==> config.mk <==
export PLATFORM = sky130hd
export DESIGN_NAME = digit_serial_adder_flat
export DESIGN_NICKNAME = d
export VERILOG_FILES = /design/src/rtl/digit_serial_adder_if.sv /design/src/rtl/digit_serial_adder.sv /design/src/flat_wrapper.sv
export SDC_FILE = /design/constraint.sdc
export NUM_CORES = 1
export LEC_CHECK = 0
export BUFFER_PORTS_ARGS = -buffer_cell sky130_fd_sc_hd__buf_4
export CAP_MARGIN = 20
export CORE_ASPECT_RATIO = 0.6
export CORE_MARGIN = 5
export CORE_UTILIZATION = 45
export DETAILED_ROUTE_END_ITERATION = 10
export GPL_TIMING_DRIVEN = 0
export PLACE_DENSITY = 0.67
export SYNTH_ARGS = -nofsm -noshare
export SYNTH_HDL_FRONTEND = slang
export SYNTH_SLANG_ARGS = --single-unit
==> constraint.sdc <==
create_clock -name clk -period 3.6 [get_ports clk]
set_input_delay 0.18 -clock clk [delete_from_list [all_inputs] [get_ports clk]]
set_output_delay 0.18 -clock clk [all_outputs]
set_load 0.005 [all_outputs]
==> src/rtl/digit_serial_adder_if.sv <==
// Operand/result bundle between io_serdes and the digit-serial adder.
// Optional ovf signal exists only when DSA_SIGNED_OVF_EN is defined.
interface digit_serial_adder_if #(
    parameter int WIDTH = 24
);
    logic [WIDTH-1:0] a;
    logic [WIDTH-1:0] b;
    logic             start;
    logic             busy;
    logic             done;
    logic [WIDTH:0]   z;
`ifdef DSA_SIGNED_OVF_EN
    logic             ovf;
`endif

    modport master (
        output a, b, start,
        input  busy, done, z
`ifdef DSA_SIGNED_OVF_EN
        , input ovf
`endif
    );

    modport slave (
        input  a, b, start,
        output busy, done, z
`ifdef DSA_SIGNED_OVF_EN
        , output ovf
`endif
    );
endinterface

==> src/rtl/digit_serial_adder.sv <==
// Multi-cycle adder, DIGIT bits per clock, start/done handshake.
// Optional signed overflow flag: define DSA_SIGNED_OVF_EN.
module digit_serial_adder #(
    parameter int WIDTH = 24,
    parameter int DIGIT = 4
) (
    input logic clk,
    input logic rst,
    digit_serial_adder_if.slave bus
);
    localparam int NDIG = WIDTH / DIGIT;
    localparam int CW   = $clog2(NDIG) + 1;

    typedef enum logic [1:0] {
        IDLE,
        RUN,
        DONE
    } state_t;

    state_t state_q;
    state_t state_d;

    logic [WIDTH-1:0] op_a_q;
    logic [WIDTH-1:0] op_b_q;
    logic [WIDTH-1:0] sum_q;
    logic [WIDTH-1:0] sum_nxt;
    logic             carry_q;
    logic [CW-1:0]    cnt_q;
    logic [WIDTH:0]   z_q;
    logic             busy_q;
    logic             done_q;
    logic [DIGIT:0]   dsum;
    logic             last;

    assign dsum = {1'b0, op_a_q[DIGIT-1:0]}
                + {1'b0, op_b_q[DIGIT-1:0]}
                + {{DIGIT{1'b0}}, carry_q};

    // New digit enters at the top; the oldest low bits fall off.
    assign sum_nxt = WIDTH'({dsum[DIGIT-1:0], sum_q} >> DIGIT);

    assign last = (cnt_q == CW'(NDIG - 1));

    always_ff @(posedge clk or posedge rst) begin
        if (rst) begin
            state_q <= IDLE;
        end else begin
            state_q <= state_d;
        end
    end

    always_comb begin
        state_d = state_q;
        unique case (state_q)
            IDLE:    if (bus.start) state_d = RUN;
            RUN:     if (last) state_d = DONE;
            DONE:    state_d = IDLE;
            default: state_d = IDLE;
        endcase
    end

`ifdef DSA_SIGNED_OVF_EN
    logic sa_q;
    logic sb_q;
    logic ovf_q;

    always_ff @(posedge clk or posedge rst) begin
        if (rst) begin
            sa_q  <= 1'b0;
            sb_q  <= 1'b0;
            ovf_q <= 1'b0;
        end else begin
            if (state_q == IDLE && bus.start) begin
                sa_q <= bus.a[WIDTH-1];
                sb_q <= bus.b[WIDTH-1];
            end
            if (state_q == RUN && last) begin
                ovf_q <= (sa_q == sb_q)
                      && (sum_nxt[WIDTH-1] != sa_q);
            end
        end
    end

    assign bus.ovf = ovf_q;
`endif

    always_ff @(posedge clk or posedge rst) begin
        if (rst) begin
            op_a_q  <= '0;
            op_b_q  <= '0;
            sum_q   <= '0;
            carry_q <= 1'b0;
            cnt_q   <= '0;
            z_q     <= '0;
            busy_q  <= 1'b0;
            done_q  <= 1'b0;
        end else begin
            done_q <= 1'b0;
            busy_q <= (state_d != IDLE);
            unique case (state_q)
                IDLE: begin
                    if (bus.start) begin
                        op_a_q  <= bus.a;
                        op_b_q  <= bus.b;
                        carry_q <= 1'b0;
                        cnt_q   <= '0;
                    end
                end
                RUN: begin
                    carry_q <= dsum[DIGIT];
                    sum_q   <= sum_nxt;
                    op_a_q  <= op_a_q >> DIGIT;
                    op_b_q  <= op_b_q >> DIGIT;
                    cnt_q   <= cnt_q + CW'(1);
                    if (last) begin
                        z_q    <= {dsum[DIGIT], sum_nxt};
                        done_q <= 1'b1;
                    end
                end
                default: ;
            endcase
        end
    end

    assign bus.busy = busy_q;
    assign bus.done = done_q;
    assign bus.z    = z_q;
endmodule
==> src/flat_wrapper.sv <==
// flat-port wrapper written by rule: the top's interface ports become plain ports
module digit_serial_adder_flat 
#(
    parameter int WIDTH = 24,
    parameter int DIGIT = 4
)
  (clk, rst, bus_a, bus_b, bus_start, bus_busy, bus_done, bus_z);
  digit_serial_adder_if #(.WIDTH(WIDTH)) bus_i ();
  input logic clk;
  input logic rst;
  input wire logic [$bits(bus_i.a)-1:0] bus_a;
  input wire logic [$bits(bus_i.b)-1:0] bus_b;
  input wire logic [$bits(bus_i.start)-1:0] bus_start;
  output wire logic [$bits(bus_i.busy)-1:0] bus_busy;
  output wire logic [$bits(bus_i.done)-1:0] bus_done;
  output wire logic [$bits(bus_i.z)-1:0] bus_z;
  assign bus_i.a = bus_a;
  assign bus_i.b = bus_b;
  assign bus_i.start = bus_start;
  assign bus_busy = bus_i.busy;
  assign bus_done = bus_i.done;
  assign bus_z = bus_i.z;
  digit_serial_adder #(.WIDTH(WIDTH), .DIGIT(DIGIT)) u_core (.clk(clk), .rst(rst), .bus(bus_i));
endmodule
==> results.sh <==
export IMPL_status="finished clean"
export IMPL_track_usage=0.197
export IMPL_synth_top_family_by_area="compound AO/OA/AOI/OAI gates"
export IMPL_criticalPathCategory="register to register"
export IMPL_ios=78
export IMPL_grt_max_degree=73
export IMPL_hp_class="input pin to register"
export IMPL_synth_nets=501
export IMPL_netlist_instances=443
export IMPL_io_buffers=77
export IMPL_setup_worst_path_end_class="register"
export IMPL_power_frac_clock=0.210
export IMPL_cts_tree="done"
export IMPL_area_growth_pct=24.2
export IMPL_finalCritPeriodShare=0.511
export IMPL_ys_ff_latch=102
export IMPL_wl_met1_mm=5.54
export IMPL_die_area_sq_um=11900
export IMPL_clock_fmax_mhz=544
export IMPL_grt_pass1_vias=3522
export IMPL_synth_cell_type_count=31
export IMPL_r2r_setup_slack_ps=1760
export IMPL_grt_antenna_before_repair=0
export IMPL_clkTransAtPathRegs_ps=60
export IMPL_cts_sinks=102
export IMPL_internal_power_mw=2.78
export IMPL_finClkSkew_ps=8.78
export IMPL_ctsRootBufferMaster="clkbuf_16"
export IMPL_yosys_warnings=0
export IMPL_synth_compound_area_frac=0.173
export IMPL_setup_tns_ps=0
export IMPL_wl_met3_microns=697
export IMPL_slew_headroom=0.630
export IMPL_fin_crit_ps=1840
export IMPL_power_frac_comb=0.352
export IMPL_path_cells="inv_1 > fa_1 > fa_1 > nor2b_1 > o21ai_0 > nand2b_1 > mux2_1"
export IMPL_synthSimpleGateAreaFrac=0.163
export IMPL_gp_congestion=0.773
export IMPL_arrival_ps=2130
export IMPL_r2r_start="u_core.op_a_q[0]"
export IMPL_drtIter0Drc=268
export IMPL_dieWidth_microns=137
export IMPL_ant_nets=0
export IMPL_switchingPower_mw=1.55
export IMPL_grt_first_pass_wirelength_mm=18.0
export IMPL_diodes=0
export IMPL_htree_levels=3
export IMPL_maxSlewViolCount=0
export IMPL_hold_depth=2
export IMPL_routed_wl_mm=10.8
export IMPL_critPathMaxStageDelay_ps=420
export IMPL_wl_per_cell_microns=16.2
export IMPL_grt_ovfl_total=0
export IMPL_syn_cell_area_sq_um=4380
export IMPL_hold_violations=0
export IMPL_die_h_microns=86.4
export IMPL_p_leak_nw=2.69
export IMPL_crit_path_start_kind="register"
export IMPL_rsz0062_at_grt="false"
export IMPL_post_cts_buffers=0
export IMPL_reg2regPathDepth=7
export IMPL_dr_pass1_iters=5
export IMPL_hold_end="u_core.op_a_q[22]"
export IMPL_start_util=0.470
export IMPL_rows=27
export IMPL_timing_critical_path_mode_cell="fa_1"
export IMPL_core_sq_um=9320
export IMPL_whs_ps=47.0
export IMPL_postCtsHoldBufs=1
export IMPL_avgViaCountPerCell=5.22
export IMPL_setup_viol=0
export IMPL_path_max_fanout=2
export IMPL_synth_fa_ha_area_frac=0.0234
export IMPL_seq_area_frac_synth=0.583
export IMPL_drc_errors=0
export IMPL_cts_made_buffers=9
export IMPL_drv_cap=0
export IMPL_cp_required_ps=3890
export IMPL_switching_share=0.358
export IMPL_cts_resized=0
export IMPL_final_net_count=591
export IMPL_clk_latency_ps=350
export IMPL_synth_area_mux_share=0.00486
export IMPL_routed_top_layer="met4"
export IMPL_place_hpwl_mm=7.97
export IMPL_hp_start="bus_a[22]"
export IMPL_slowest_stage="fa_1"
export IMPL_cts_max_path_buffers=2
export IMPL_drive_gt1_frac=0.219
export IMPL_ir_drop_v=0.000379
export IMPL_synth_xor_area_share=0.00400
export IMPL_p_per_area_nw_per_um2=797
export IMPL_r2r_end="u_core.bus.z[24]"
export IMPL_tightest_slew_ps=554
export IMPL_syn_area_per_cell_sq_um=9.89
export IMPL_power_frac_seq=0.438
export IMPL_vias=3487
export IMPL_wl_met2_mm=4.43
## registers in the layout (all words and copies together), names as in the netlist
signal / count
u_core.sum_q: 20
u_core.bus.z: 25
u_core.carry_q: 1
u_core.op_b_q: 24
u_core.op_a_q: 24
u_core.state_q: 2
u_core.bus.done: 1
u_core.cnt_q: 4
u_core.bus.busy: 1
## per-stage QoR
step / std cells / setup slack [ps] / utilization / total power [mW] / cell area [sq um]
after CTS: 668 / 1790 / 0.583 / 4.37 / 5440
after global routing: 668 / 1620 / 0.583 / 4.69 / 5440
after detailed placement: 651 / 1800 / 0.552 / 3.44 / 5150
after floorplan: 443 / 745 / - / 2.82 / 4380
final: 668 / 1760 / 0.583 / 4.33 / 5440
after global placement: 650 / -458 / 0.549 / 3.37 / 5120
## synthesized netlist by cell type
master / instances / area share
and2b_1: 1 / 0.0017
a21oi_1: 14 / 0.016
nand3_1: 1 / 0.0011
xor2_1: 1 / 0.0020
buf_2: 12 / 0.014
a21o_1: 1 / 0.0017
nand2b_1: 3 / 0.0043
o22ai_1: 4 / 0.0057
buf_4: 5 / 0.0086
mux2_1: 1 / 0.0026
dfrtp_1: 102 / 0.58
inv_1: 8 / 0.0069
nand4b_1: 1 / 0.0020
o21ai_0: 27 / 0.031
or2_1: 1 / 0.0014
ha_1: 5 / 0.014
nor2b_1: 17 / 0.024
o21ai_1: 23 / 0.026
xnor2_1: 1 / 0.0020
clkbuf_1: 8 / 0.0069
a22oi_1: 40 / 0.069
nor3_1: 1 / 0.0011
buf_6: 4 / 0.010
mux2i_1: 1 / 0.0023
fa_1: 2 / 0.0091
a2bb2oi_1: 1 / 0.0020
o21bai_4: 1 / 0.0043
nor2b_4: 1 / 0.0031
nand2_1: 145 / 0.12
inv_2: 2 / 0.0017
a22o_1: 9 / 0.018
## critical path: cells and delay by family, from the launching register on
family	cells	cell delay [ps]
compound gates	1	90
fa+ha+maj	2	840
buf+inv	1	130
flops	1	350
mux	1	140
simple gates	2	240
## cells in the final DEF, fill, tap and decap left out, types with 2 or more instances in the layout
cell,instances
o22ai_1,4
nand2b_1,3
nor2b_1,17
clkbuf_16,9
buf_4,82
clkbuf_1,10
buf_6,4
ha_1,5
clkinv_2,2
fa_1,2
a21oi_1,14
a22oi_1,40
clkbuf_8,2
inv_1,7
a22o_1,9
o21ai_1,23
o21ai_0,27
nand2_1,145
buf_2,12
inv_2,2
dfrtp_1,102
## worst max-delay path by stage
stage | startpoint | to | slack, ps | cells past startpoint
after global placement | rst | u_core.sum_q[4] | -460 | 2
after floorplan | rst | u_core.bus.busy | 740 | 1
after detailed placement | u_core.op_a_q[0] | u_core.sum_q[22] | 1800 | 5
final | u_core.op_a_q[0] | u_core.bus.z[24] | 1760 | 7
after global routing | u_core.op_a_q[0] | u_core.bus.z[24] | 1620 | 7
after CTS | u_core.carry_q | u_core.sum_q[22] | 1790 | 5
## cell type report
type | count | area, sq um
multi-input cells | 302 | 1620
flip-flops and latches | 102 | 2550
clock buffers | 13 | 260
inverters | 10 | 40.0
clock inverters | 3 | 18.8
plain buffers | 29 | 173
repair buffers | 79 | 616
well taps | 130 | 163
fillers | 829 | 3880
## logic make-up after synthesis
group,Yosys count
AO/OA/AOI/OAI,120
XOR/XNOR,2
adder cells (fa/ha/maj),7
buffers and inverters,39
flip-flops,102
multiplexers,2
AND/OR/NAND/NOR,171
## metal layers
layer | vias to the layer above | global-route usage
met3 | 15 | 0.0592
met4 | 0 | 0.0498
met2 | 112 | 0.270
met1 | 1679 | 0.304
li1 | 1681 | -
met5 | - | 0
## power groups by stage
| stage | combinational (mW) | sequential, mW | clock (mW) |
|---|---|---|---|
| 3_3_place_gp | 1.47 | 1.90 | 0 |
| 2_1_floorplan | 0.982 | 1.84 | 0 |
| 3_5_place_dp | 1.53 | 1.91 | 0 |
| 4_1_cts | 1.54 | 1.89 | 0.934 |
| 5_1_grt | 1.75 | 1.95 | 0.991 |
| 6_report | 1.53 | 1.90 | 0.910 |
(Power assumes the default switching activity.)
